`src/rtl/timer_pkg.sv`:
```
// Shared definitions for the memory-mapped down-counting timer: FSM states,
// register offsets, CTRL bit positions and MODE codes.
package timer_pkg;

  typedef enum logic [1:0] {
    ST_IDLE = 2'd0,
    ST_LOAD = 2'd1,
    ST_CNT  = 2'd2,
    ST_INT  = 2'd3
  } state_e;

  localparam logic [1:0] OFF_CTRL   = 2'b00;
  localparam logic [1:0] OFF_PRESET = 2'b01;
  localparam logic [1:0] OFF_COUNT  = 2'b10;

  localparam int CTRL_EN      = 0;
  localparam int CTRL_MODE_LO = 1;
  localparam int CTRL_MODE_HI = 2;
  localparam int CTRL_IM      = 3;
  localparam int CTRL_PSC_LO  = 4;
  localparam int CTRL_PSC_HI  = 7;

  localparam logic [1:0] MODE_AUTO = 2'b01;

  function automatic logic is_auto(input logic [7:0] ctrl);
    return ctrl[CTRL_MODE_HI:CTRL_MODE_LO] == MODE_AUTO;
  endfunction

endpackage

```
`src/rtl/timer_prescaler.sv`:
```
// 4-bit divider producing a one-cycle tick every PSC+1 cycles while not held clear.
// Only built when TIMER_PRESCALE_EN is defined.
`ifdef TIMER_PRESCALE_EN
module timer_prescaler (
  input  logic       clk,
  input  logic       reset,
  input  logic       i_clr,
  input  logic [3:0] i_psc,
  output logic       o_tick
);

  logic [3:0] r_div;

  // >= keeps the divider from running away if PSC is lowered mid-count
  assign o_tick = !i_clr && (r_div >= i_psc);

  always_ff @(posedge clk or posedge reset) begin
    if (reset) begin
      r_div <= '0;
    end else if (i_clr || o_tick) begin
      r_div <= '0;
    end else begin
      r_div <= r_div + 4'd1;
    end
  end

endmodule
`endif

```
`src/rtl/timer_unit.sv`:
```
// Memory-mapped down-counting timer with CTRL/PRESET/COUNT registers and level IRQ.
// Optional CTRL[7:4] prescaler enabled by defining TIMER_PRESCALE_EN.
module timer_unit
  import timer_pkg::*;
#(
  parameter int          CNT_W      = 32,
  parameter logic [31:0] PRESET_RST = 32'd0
) (
  input  logic        clk,
  input  logic        reset,
  input  logic [31:2] Addr,
  input  logic        WE,
  input  logic [31:0] Din,
  output logic [31:0] Dout,
  output logic        IRQ
);

`ifdef TIMER_PRESCALE_EN
  localparam logic [7:0] CTRL_MASK = 8'hFF;
`else
  localparam logic [7:0] CTRL_MASK = 8'h0F;
`endif

  state_e           r_state, w_state_nxt;
  logic [7:0]       r_ctrl;
  logic [CNT_W-1:0] r_preset;
  logic [CNT_W-1:0] r_count, w_count_nxt;
  logic             r_irq_flag, w_irq_flag_nxt;
  logic             w_en_clr;
  logic             w_wr_ctrl, w_wr_preset;
  logic             w_auto, w_tick;
  logic             w_unused;

  assign w_wr_ctrl   = WE && (Addr[3:2] == OFF_CTRL);
  assign w_wr_preset = WE && (Addr[3:2] == OFF_PRESET);
  assign w_auto      = is_auto(r_ctrl);
  assign w_unused    = ^{Addr[31:4], Din[31:8]};

`ifdef TIMER_PRESCALE_EN
  timer_prescaler u_prescaler (
    .clk    (clk),
    .reset  (reset),
    .i_clr  (r_state != ST_CNT),
    .i_psc  (r_ctrl[CTRL_PSC_HI:CTRL_PSC_LO]),
    .o_tick (w_tick)
  );
`else
  assign w_tick = 1'b1;
`endif

  always_ff @(posedge clk or posedge reset) begin
    if (reset) begin
      r_state <= ST_IDLE;
    end else begin
      r_state <= w_state_nxt;
    end
  end

  always_comb begin
    w_state_nxt    = r_state;
    w_count_nxt    = r_count;
    w_irq_flag_nxt = r_irq_flag;
    w_en_clr       = 1'b0;
    case (r_state)
      ST_IDLE: begin
        if (r_ctrl[CTRL_EN]) w_state_nxt = ST_LOAD;
      end
      ST_LOAD: begin
        w_count_nxt = r_preset;
        w_state_nxt = ST_CNT;
      end
      ST_CNT: begin
        if (!r_ctrl[CTRL_EN]) begin
          w_state_nxt = ST_IDLE;
        end else if (w_tick) begin
          if (r_count > CNT_W'(1)) begin
            w_count_nxt = r_count - CNT_W'(1);
          end else begin
            w_count_nxt    = '0;
            w_irq_flag_nxt = 1'b1;
            w_state_nxt    = ST_INT;
          end
        end
      end
      ST_INT: begin
        if (w_auto) begin
          w_irq_flag_nxt = 1'b0;
          w_state_nxt    = ST_LOAD;
        end else begin
          w_en_clr    = 1'b1;
          w_state_nxt = ST_IDLE;
        end
      end
      default: w_state_nxt = ST_IDLE;
    endcase
    // Software acknowledge of a one-shot interrupt wins over the FSM setting it
    if ((w_wr_ctrl || w_wr_preset) && !w_auto) w_irq_flag_nxt = 1'b0;
  end

  always_ff @(posedge clk or posedge reset) begin
    if (reset) begin
      r_ctrl     <= '0;
      r_preset   <= PRESET_RST[CNT_W-1:0];
      r_count    <= '0;
      r_irq_flag <= 1'b0;
    end else begin
      r_count    <= w_count_nxt;
      r_irq_flag <= w_irq_flag_nxt;
      if (w_wr_ctrl) begin
        r_ctrl <= Din[7:0] & CTRL_MASK;
      end else if (w_en_clr) begin
        r_ctrl[CTRL_EN] <= 1'b0;
      end
      if (w_wr_preset) r_preset <= Din[CNT_W-1:0];
    end
  end

  always_comb begin
    Dout = '0;
    case (Addr[3:2])
      OFF_CTRL:   Dout = {24'd0, r_ctrl};
      OFF_PRESET: Dout = 32'(r_preset);
      OFF_COUNT:  Dout = 32'(r_count);
      default:    Dout = '0;
    endcase
  end

  assign IRQ = r_ctrl[CTRL_IM] & r_irq_flag;

endmodule
```
`config.mk`:
```
export PLATFORM = sky130hd
export DESIGN_NAME = timer_unit
export DESIGN_NICKNAME = d
export VERILOG_FILES = /design/src/rtl/timer_pkg.sv /design/src/rtl/timer_prescaler.sv /design/src/rtl/timer_unit.sv
export SDC_FILE = /design/constraint.sdc
export NUM_CORES = 1
export LEC_CHECK = 0
export CORE_UTILIZATION = 45
export DETAILED_ROUTE_END_ITERATION = 10
export HOLD_SLACK_MARGIN = 0.1
export PLACE_DENSITY_LB_ADDON = 0.15
export SYNTH_ARGS = -nofsm -noshare
export SYNTH_HDL_FRONTEND = slang
export SYNTH_HIERARCHICAL = 1
export SYNTH_SLANG_ARGS = --single-unit
```
`constraint.sdc`:
```
create_clock -name clk -period 5.3 [get_ports clk]
set_clock_uncertainty 0.1 [all_clocks]
set_input_delay 0.795 -clock clk [delete_from_list [all_inputs] [get_ports clk]]
set_output_delay 0.795 -clock clk [all_outputs]
set_load 0.01 [all_outputs]
```
==> run_results.csv, run 1 <==
group,metric,value,unit
finish,nets,531,
setup_path,cpLargestDelayFamily,"buffers and inverters",
timing,timing.slew.headroom,36.15,%
logic_synthesis,synth_area_leaders,"dfrtp_1 (44%), mux2_2 (10%), a22o_1 (6.7%), nand2_1 (4.2%), clkbuf_1 (2.3%)",
floorplan,die_w,96.92,um
route,ant_nets,0,
run,drv_cap,0,
setup_path,end_kind,"primary output",
route,vias,3640,
min_path,hp-class,"register to register",
route,viasPerCell,6.308,
timing,hold_viol,0,
logic_synthesis,yosysTopAreaCell,"dfrtp_1",
setup_path,crit_type,"input pin to primary output",
setup_path,crit_start,"Addr[2]",
timing,whs,436.7,ps
clock_network,cts_root_buf,"clkbuf_8",
setup_path,r2r_cells,5,
setup_path,cpMostUsedCell,"clkdlybuf4s50_1",
setup_path,worst-path-buf-inv,3,
route,drtIter0Drc,327,
timing,period_share,75.07,%
finish,finalInstanceArea,5015,sq um
global_route,gr-total-overflow,0,
min_path,min_path_cells,2,
clock_network,clockBufferDepth,2,
logic_synthesis,synth_top_cell_area_share,43.83,%
floorplan,die_h,96.92,um
finish,drive_gt1_share,15.35,%
logic_synthesis,yosys.area_share.simple,17.99,%
logic_synthesis,yosys.cell_types.count,52,
route,first_pass_iters,5,
placement,placed_area,4823,sq um
timing,rsz0062_at_grt,"false",
finish,multi_input_area,2118,sq um
finish,n_fill_cell,772,
finish,finish.utilization,57.50,%
finish,final-seq-area,1777,sq um
timing,worstMarginPinSlew,949.1,ps
clock_network,h-tree-depth,3,
timing,fin_setup_tns,0,ps
setup_path,worstPathCellList,"clkdlybuf4s50_1 > nor2b_2 > buf_12 > a22o_1 > clkdlybuf4s50_1",
logic_synthesis,synth_top_family_by_area,"compound AO/OA/AOI/OAI gates",
finish,n_antenna_cell,0,
floorplan,coreArea,8721,sq um
power,power_leakage,1.984,nW
floorplan,initial_utilization,46.48,%
clock_network,clock-sinks,71,
logic_synthesis,synth_area_per_cell,9.936,sq um
setup_path,required,4410,ps
clock_network,cts_resized,0,
min_path,whs_endpoint,"r_count[18]",
setup_path,slowest_stage,"nor2b_2",
floorplan,io_pins,98,
route,wl,10900,um
logic_synthesis,ys_ff_latch,71,
logic_synthesis,yosysWarnings,6,
power,vdd_drop_max,245.2,uV
timing,period_minus_slack,3979,ps
logic_synthesis,netlist_instances,408,
floorplan,rows,34,
power,power.density,474.1,nW/um^2
logic_synthesis,syn_area,4054,sq um
setup_path,r2r-end,"r_count[7]",
setup_path,worst_setup_path_start_kind,"input pin",
logic_synthesis,synth_fa_ha_area_share,0.6173,%
setup_path,critPathMaxFanout,18,
placement,gp_congestion,0.8657,
logic_synthesis,synth_xor_area_share,0,%
route,drc_errors,0,
setup_path,worst_ep_arrival_time,3080,ps
logic_synthesis,ys.flop_type,"dfrtp_1",
clock_network,clkTransAtPathRegs,80,ps
timing,finalSetupViolCount,0,
logic_synthesis,synth-edff-count,0,
logic_synthesis,synthesis.nets,475,
logic_synthesis,synthMuxAreaShare,11.48,%
finish,final_common_cell,"dfrtp_1",
logic_synthesis,ys_async_sr_fraction,100.0,%
clock_network,cts_tree,"yes",
clock_network,post_cts_buffers,0,
timing,fmax,251.3,MHz
logic_synthesis,ys_seq_area_share,43.83,%
global_route,antenna_found_initial,0,
global_route,first_global_vias,3633,
logic_synthesis,synth_compound_area_share,21.88,%
clock_network,cts_buffers,9,
global_route,grt_max_degree,43,
setup_path,critPathMaxStageDelay,710,ps
global_route,grt_use_total,24.58,%
floorplan,die_area,9393,sq um
global_route,grt_pass1_wl,18550,um
run_status,status,"finished clean",
route,wl_per_cell,18.88,um
placement,dp_hpwl,7101,um
timing,slew_violations,0,
clock_network,worstSkewPairLatency,350,ps
setup_path,r2r_start,"r_count[15]",
setup_path,r2r_slack,2080,ps
finish,final_cell_mix,"dfrtp_1 (71), clkdlybuf4s50_1 (69), nand2_1 (45)",
min_path,min_from,"r_preset[18]",
clock_network,cts_hold_buf,0,
placement,numPortBuffers,69,
finish,area_growth,23.70,%
## cell families (layout without fill, tap and decap cells)
logic type | Yosys count | count (layout)
buffers and inverters | 40 | 101
and+or+nand+nor | 138 | 138
adders and majority gates | 2 | 2
AOI/OAI and AO/OA | 115 | 115
DFF | 71 | 71
muxes | 42 | 42
## sequential cells by signal, summed over array words and instances, names as in the netlist
signal      flops
r_state         2
r_count        32
r_irq_flag      1
r_preset       32
r_ctrl          4
## synth_stat cells, drive strengths merged, types with 2 or more instances
library cell  instances
nor2                 15
or4                   9
o22ai                 2
nor3b                 2
ha                    2
a31oi                 7
nor4                 12
a221o                 5
and2                  3
nor2b                 3
nand3                16
o21ai                14
or3                   4
and3                  5
buf                   7
a32oi                 2
o41a                  4
nand4                 7
nand2                45
a31o                  4
o31ai                 5
o311ai                7
o41ai                 4
nor3                 10
clkbuf               25
a22oi                 5
inv                   7
mux2                 36
mux2i                 6
nand2b                2
a22o                 32
a21oi                11
dfrtp                71
o211ai                8
## through the flow
step	worst slack, ps	std cells	power, mW
6_report	1321	577	2.377
4_1_cts	1335	577	2.375
3_3_place_gp	1353	561	1.899
5_1_grt	1215	577	2.553
2_1_floorplan	2368	408	1.605
3_5_place_dp	1338	561	1.930
## worst min-delay path: cells and delay by family, from the launching register on
kind	cells	cell delay, ps
flip-flops	1	370
AO/OA/AOI/OAI	1	70
AND/OR/NAND/NOR	1	60
## cell type report
type	count	area share [%]
Clock buffer	13	2.969
Clock inverter	3	0.8483
Tap cell	108	2.695
Timing Repair Buffer	77	15.22
Multi-Input combinational cell	297	42.24
Sequential cell	71	35.43
Inverter	8	0.5988
## worst max path at each step
stage / cells past startpoint / to
6_report: 5 / Dout[9]
5_1_grt: 5 / Dout[9]
4_1_cts: 5 / Dout[9]
3_5_place_dp: 5 / Dout[9]
3_3_place_gp: 5 / Dout[9]
2_1_floorplan: 5 / Dout[10]
## power by group
group	switching, mW	total, mW	leakage (nW)	internal [mW]
registers	0.260	0.984	0.859	0.724
logic	0.504	0.959	1.03	0.455
clock network	0.204	0.434	0.0936	0.230
total	0.968	2.38	1.98	1.41
## metal layers
layer | share of wire, % | global-route usage (%) | vias up
li1 | - | - | 1686
met1 | 45 | 33.88 | 1785
met2 | 46 | 38.46 | 149
met3 | 7.1 | 5.419 | 20
met4 | 1.9 | 7.922 | 0
met5 | 0 | 0 | -
Power figures use the tool's default switching activity.
==> run 2, diff against run 1 <==
- clock period: 5.3 -> 3.5 ns (I/O delays scaled with it)
==> run 2 against run 1 <==
Compared with the run above: sequential power grew 51%; final area rose by 1.6%; total power grew 55%; routed wire length shrank 2.3%; global-route usage fell by 0.44 points; highest routed layer unchanged; final cell count is 0.87% higher; critical path type unchanged; first-iteration DRC count fell by 33%; core utilization up 0.92 points; clock power up 74%.
==> run_results.csv, run 2 (synthesized netlist as in run 1, its figures left out) <==
group,metric,value,unit
timing,finalSetupViolCount,0,
finish,final_common_cell,"dfrtp_1",
placement,numPortBuffers,69,
setup_path,r2r_cells,7,
timing,timing.slew.headroom,51.86,%
finish,area_growth,25.68,%
clock_network,post_cts_buffers,0,
finish,drive_gt1_share,16.24,%
power,switchingPower,1.452,mW
timing,period_share,86.51,%
global_route,grt_use_total,24.14,%
clock_network,cts_tree,"yes",
route,wl,10650,um
timing,hold_viol,0,
power,clkPwrFrac,20.5,%
global_route,first_global_vias,3581,
route,ant_nets,0,
run_status,status,"finished clean",
min_path,min_path_cells,1,
clock_network,clockBufferDepth,2,
min_path,hp-class,"register to register",
placement,dpl.cell_count,566,
finish,nets,536,
clock_network,h-tree-depth,3,
clock_network,cts_hold_buf,0,
floorplan,rows,34,
route,wl_per_cell,18.30,um
placement,dp_hpwl,7018,um
clock_network,worstSkewPairLatency,350,ps
power,switching_share,39.47,%
global_route,gr-total-overflow,0,
floorplan,coreArea,8721,sq um
placement,gp_congestion,0.8649,
finish,reg_top3,"r_count: 32 flops, r_preset: 32 flops, r_ctrl: 4 flops",
timing,slew_violations,0,
finish,n_antenna_cell,0,
floorplan,io_pins,98,
setup_path,worst_setup_path_start_kind,"input pin",
timing,worstMarginPinSlew,720.5,ps
power,vdd_drop_max,287.9,uV
setup_path,r2r_start,"r_count[0]",
route,drtIter0Drc,220,
setup_path,required,2870,ps
setup_path,end_kind,"primary output",
power,combPwrFrac,39.0,%
setup_path,r2r-end,"r_count[22]",
floorplan,die_w,96.92,um
timing,fin_setup_tns,0,ps
timing,fmax,330.3,MHz
power,seqPwrFrac,40.5,%
min_path,whs_endpoint,"r_preset[23]",
power,power.density,722.0,nW/um^2
timing,rsz0062_at_grt,"false",
setup_path,crit_type,"input pin to primary output",
setup_path,r2r_slack,620,ps
timing,period_minus_slack,3028,ps
min_path,min_from,"r_preset[23]",
timing,whs,433.0,ps
floorplan,die_h,96.92,um
clock_network,cts_buffers,9,
route,first_pass_iters,5,
finish,final_cell_mix,"dfrtp_1 (71), clkdlybuf4s50_1 (69), nand2_1 (45)",
route,viasPerCell,6.242,
power,p_int,2.227,mW
route,drc_errors,0,
run,drv_cap,0,
finish,final_cells,582,
global_route,antenna_found_initial,0,
clock_network,clock-sinks,71,
global_route,grt_pass1_wl,18330,um
floorplan,initial_utilization,46.48,%
clock_network,cts_resized,0,
clock_network,cts_root_buf,"clkbuf_8",
floorplan,die_area,9393,sq um
clock_network,clkTransAtPathRegs,70,ps
route,vias,3633,
finish,finish.utilization,58.42,%
power,power_leakage,2.034,nW
setup_path,critPathMaxFanout,28,
global_route,grt_max_degree,41,
setup_path,worst_ep_arrival_time,2400,ps
## run 2: changes by cell type in the layout (fill, tap and decap cells not counted), sizes merged
cell,before,now
buf,8,13
bufinv,1,2
clkinvlp,1,0
## run 2: critical path: stages
cell             delay, ps
clkdlybuf4s50_1        680
inv_1                  120
nor2_2                 150
buf_12                 210
a22o_1                 170
clkdlybuf4s50_1        540
## run 2: layer usage
layer	part of all wire, %	track usage, %
met1	46	34.57
met5	0	0
met2	46	36.73
met4	1.8	9.185
met3	6.1	3.829
## run 2: through the flow
| stage | worst slack [ps] | power [mW] | area (sq um) |
|---|---|---|---|
| after CTS | 476.5 | 3.689 | 5095 |
| after detailed placement | 478.8 | 2.923 | 4871 |
| after global routing | 377.2 | 3.955 | 5095 |
| after global placement | 490.5 | 2.875 | 4871 |
| after floorplan | 910.8 | 2.431 | 4054 |
| final | 472.3 | 3.679 | 5095 |
## run 2: power groups by stage
stage / Combinational [mW] / Clock [mW] / Sequential (mW)
2_1_floorplan: 1.09 / 0 / 1.34
3_5_place_dp: 1.44 / 0 / 1.49
5_1_grt: 1.60 / 0.808 / 1.54
6_report: 1.43 / 0.755 / 1.49
3_3_place_gp: 1.40 / 0 / 1.47
4_1_cts: 1.44 / 0.768 / 1.48
## run 2: area by class of cell
class                           instances  area, sq um
Clock buffer                           13        158.9
Fill cell                             751         3626
Tap cell                              108        135.1
Multi-Input combinational cell        297         2116
Timing Repair Buffer                   82        813.3
Inverter                                8        30.03
Sequential cell                        71         1777
Clock inverter                          3        65.06
## run 2: how the worst max path moves through the flow
stage,from,to,cells past startpoint
after floorplan,r_count[15],r_count[26],7
after global placement,Addr[3],Dout[9],6
after detailed placement,Addr[3],Dout[9],6
after CTS,Addr[3],Dout[20],6
after global routing,Addr[2],Dout[9],5
final,Addr[3],Dout[9],6
==> run 3, diff against run 2 <==
- PLACE_DENSITY: not set -> 0.85
- PLACE_DENSITY_LB_ADDON: 0.15 -> not set
==> run 3 against run 2 <==
Compared with the run above: global-route usage is 0.77 points lower; sequential power barely moved; clock-buffer cell count decreased by 1; fmax is 1.4% lower; first-iteration DRC count increased by 60%; core utilization is 0.22 points lower; largest cell class unchanged; largest power group unchanged; highest routed layer unchanged.
==> run_results.csv, run 3 (synthesized netlist as in run 1, its figures left out) <==
group,metric,value,unit
finish,n_fill_cell,730,
floorplan,die_h,96.92,um
placement,numPortBuffers,69,
floorplan,coreArea,8721,sq um
timing,worstMarginPinSlew,683.1,ps
global_route,first_global_vias,3728,
clock_network,cts_buffers,9,
setup_path,worst_ep_arrival_time,2450,ps
route,wl_met2,5298,um
setup_path,slowest_stage,"clkdlybuf4s50_1",
global_route,gr-total-overflow,0,
finish,final_cells,582,
timing,rsz0062_at_grt,"false",
run,drv_cap,0,
finish,n_antenna_cell,0,
setup_path,critPathMaxFanout,28,
route,wl_per_cell,18.49,um
clock_network,cts_hold_buf,0,
global_route,grt_pass1_wl,17880,um
route,drtIter0Drc,352,
global_route,grt_max_degree,46,
finish,final-seq-area,1777,sq um
placement,place_ws,447.4,ps
route,maxUsedRoutingLayer,"met4",
timing,finalSetupViolCount,0,
setup_path,end_kind,"primary output",
timing,fin_ws,429.3,ps
setup_path,required,2870,ps
route,viasPerCell,6.419,
floorplan,io_pins,98,
timing,slew_violations,0,
timing,timing.slew.headroom,54.46,%
clock_network,cts_resized,0,
setup_path,critPathMaxStageDelay,710,ps
global_route,antenna_found_initial,0,
finish,nets,537,
run_status,status,"finished clean",
setup_path,cpMostUsedCell,"clkdlybuf4s50_1",
timing,fmax,325.7,MHz
setup_path,crit_type,"input pin to primary output",
finish,final_common_cell,"dfrtp_1",
clock_network,clockBufferDepth,2,
route,wl_met3,771,um
timing,period_minus_slack,3071,ps
timing,whs,434.6,ps
clock_network,clkTransAtPathRegs,70,ps
min_path,hp-class,"register to register",
global_route,grt_use_total,23.37,%
timing,hold_viol,0,
route,wl_met1,4462,um
route,drc_errors,0,
setup_path,worst_setup_path_start_kind,"input pin",
clock_network,cts_tree,"yes",
route,vias,3736,
setup_path,worst-path-buf-inv,4,
finish,final_cell_mix,"dfrtp_1 (71), clkdlybuf4s50_1 (69), nand2_1 (45)",
clock_network,h-tree-depth,3,
placement,dp_hpwl,7208,um
clock_network,cts_root_buf,"clkbuf_8",
clock_network,worstSkewPairLatency,360,ps
placement,dpl.cell_count,567,
timing,fin_setup_tns,0,ps
setup_path,cpLargestDelayFamily,"buffers and inverters",
power,vdd_drop_max,357.3,uV
power,power,3.635,mW
finish,reg_top3,"r_count: 32 flops, r_preset: 32 flops, r_ctrl: 4 flops",
setup_path,worstPathCellList,"clkdlybuf4s50_1 > inv_1 > nor2_2 > buf_12 > a22o_1 > clkdlybuf4s50_1",
floorplan,die_area,9393,sq um
power,power.density,716.1,nW/um^2
floorplan,die_w,96.92,um
clock_network,post_cts_buffers,0,
route,wl,10760,um
finish,multi_input_area,2116,sq um
clock_network,clock-sinks,71,
floorplan,initial_utilization,46.48,%
timing,period_share,87.74,%
power,power_leakage,2.024,nW
floorplan,rows,34,
finish,drive_gt1_share,16.46,%
placement,gp_congestion,0.8857,
route,ant_nets,0,
finish,area_growth,25.22,%
route,first_pass_iters,5,
run 3: metal layers:
layer,global-route usage [%],vias to the layer above
li1,-,1704
met1,29.69,1821
met2,38.57,189
met3,3.540,22
met4,12.06,0
met5,0,-
run 3: worst reg2reg max path: cells and delay by family (launching register included):
kind	cells	cell delay, ps
and+or+nand+nor	4	1870
DFF	1	470
AOI/OAI and AO/OA	1	360
run 3: path summary, 6_finish.rpt:
kind	end	cells after the start	start	slack, ps
min in group asynchronous	r_preset[29]	2	reset	460
hold / removal	r_preset[23]	1	r_preset[23]	430
setup / recovery	Dout[31]	6	Addr[3]	430
hold reg to reg	r_preset[23]	1	r_preset[23]	430
max in group asynchronous	r_count[25]	3	reset	2170
setup reg to reg	r_count[6]	5	r_count[15]	590
run 3: report_power, final:
| part | switching (mW) | internal (mW) | leakage, nW |
|---|---|---|---|
| Sequential | 0.395 | 1.10 | 0.859 |
| Combinational | 0.769 | 0.700 | 1.07 |
| Clock | 0.312 | 0.364 | 0.0985 |
| Total | 1.48 | 2.16 | 2.02 |
run 3: stage by stage:
step | area, sq um | util [%]
5_1_grt | 5076 | 58.21
3_3_place_gp | 4878 | 55.94
2_1_floorplan | 4054 | -
4_1_cts | 5076 | 58.21
6_report | 5076 | 58.21
3_5_place_dp | 4878 | 55.94
run 3: area by class of cell:
cell class / instances / share of cell area [%]
repair buffers: 83 / 16.17
well taps: 108 / 2.662
flip-flops and latches: 71 / 35.00
clock inverters: 3 / 0.8381
inverters: 8 / 0.5916
multi-input cells: 297 / 41.68
clock buffers: 12 / 3.056
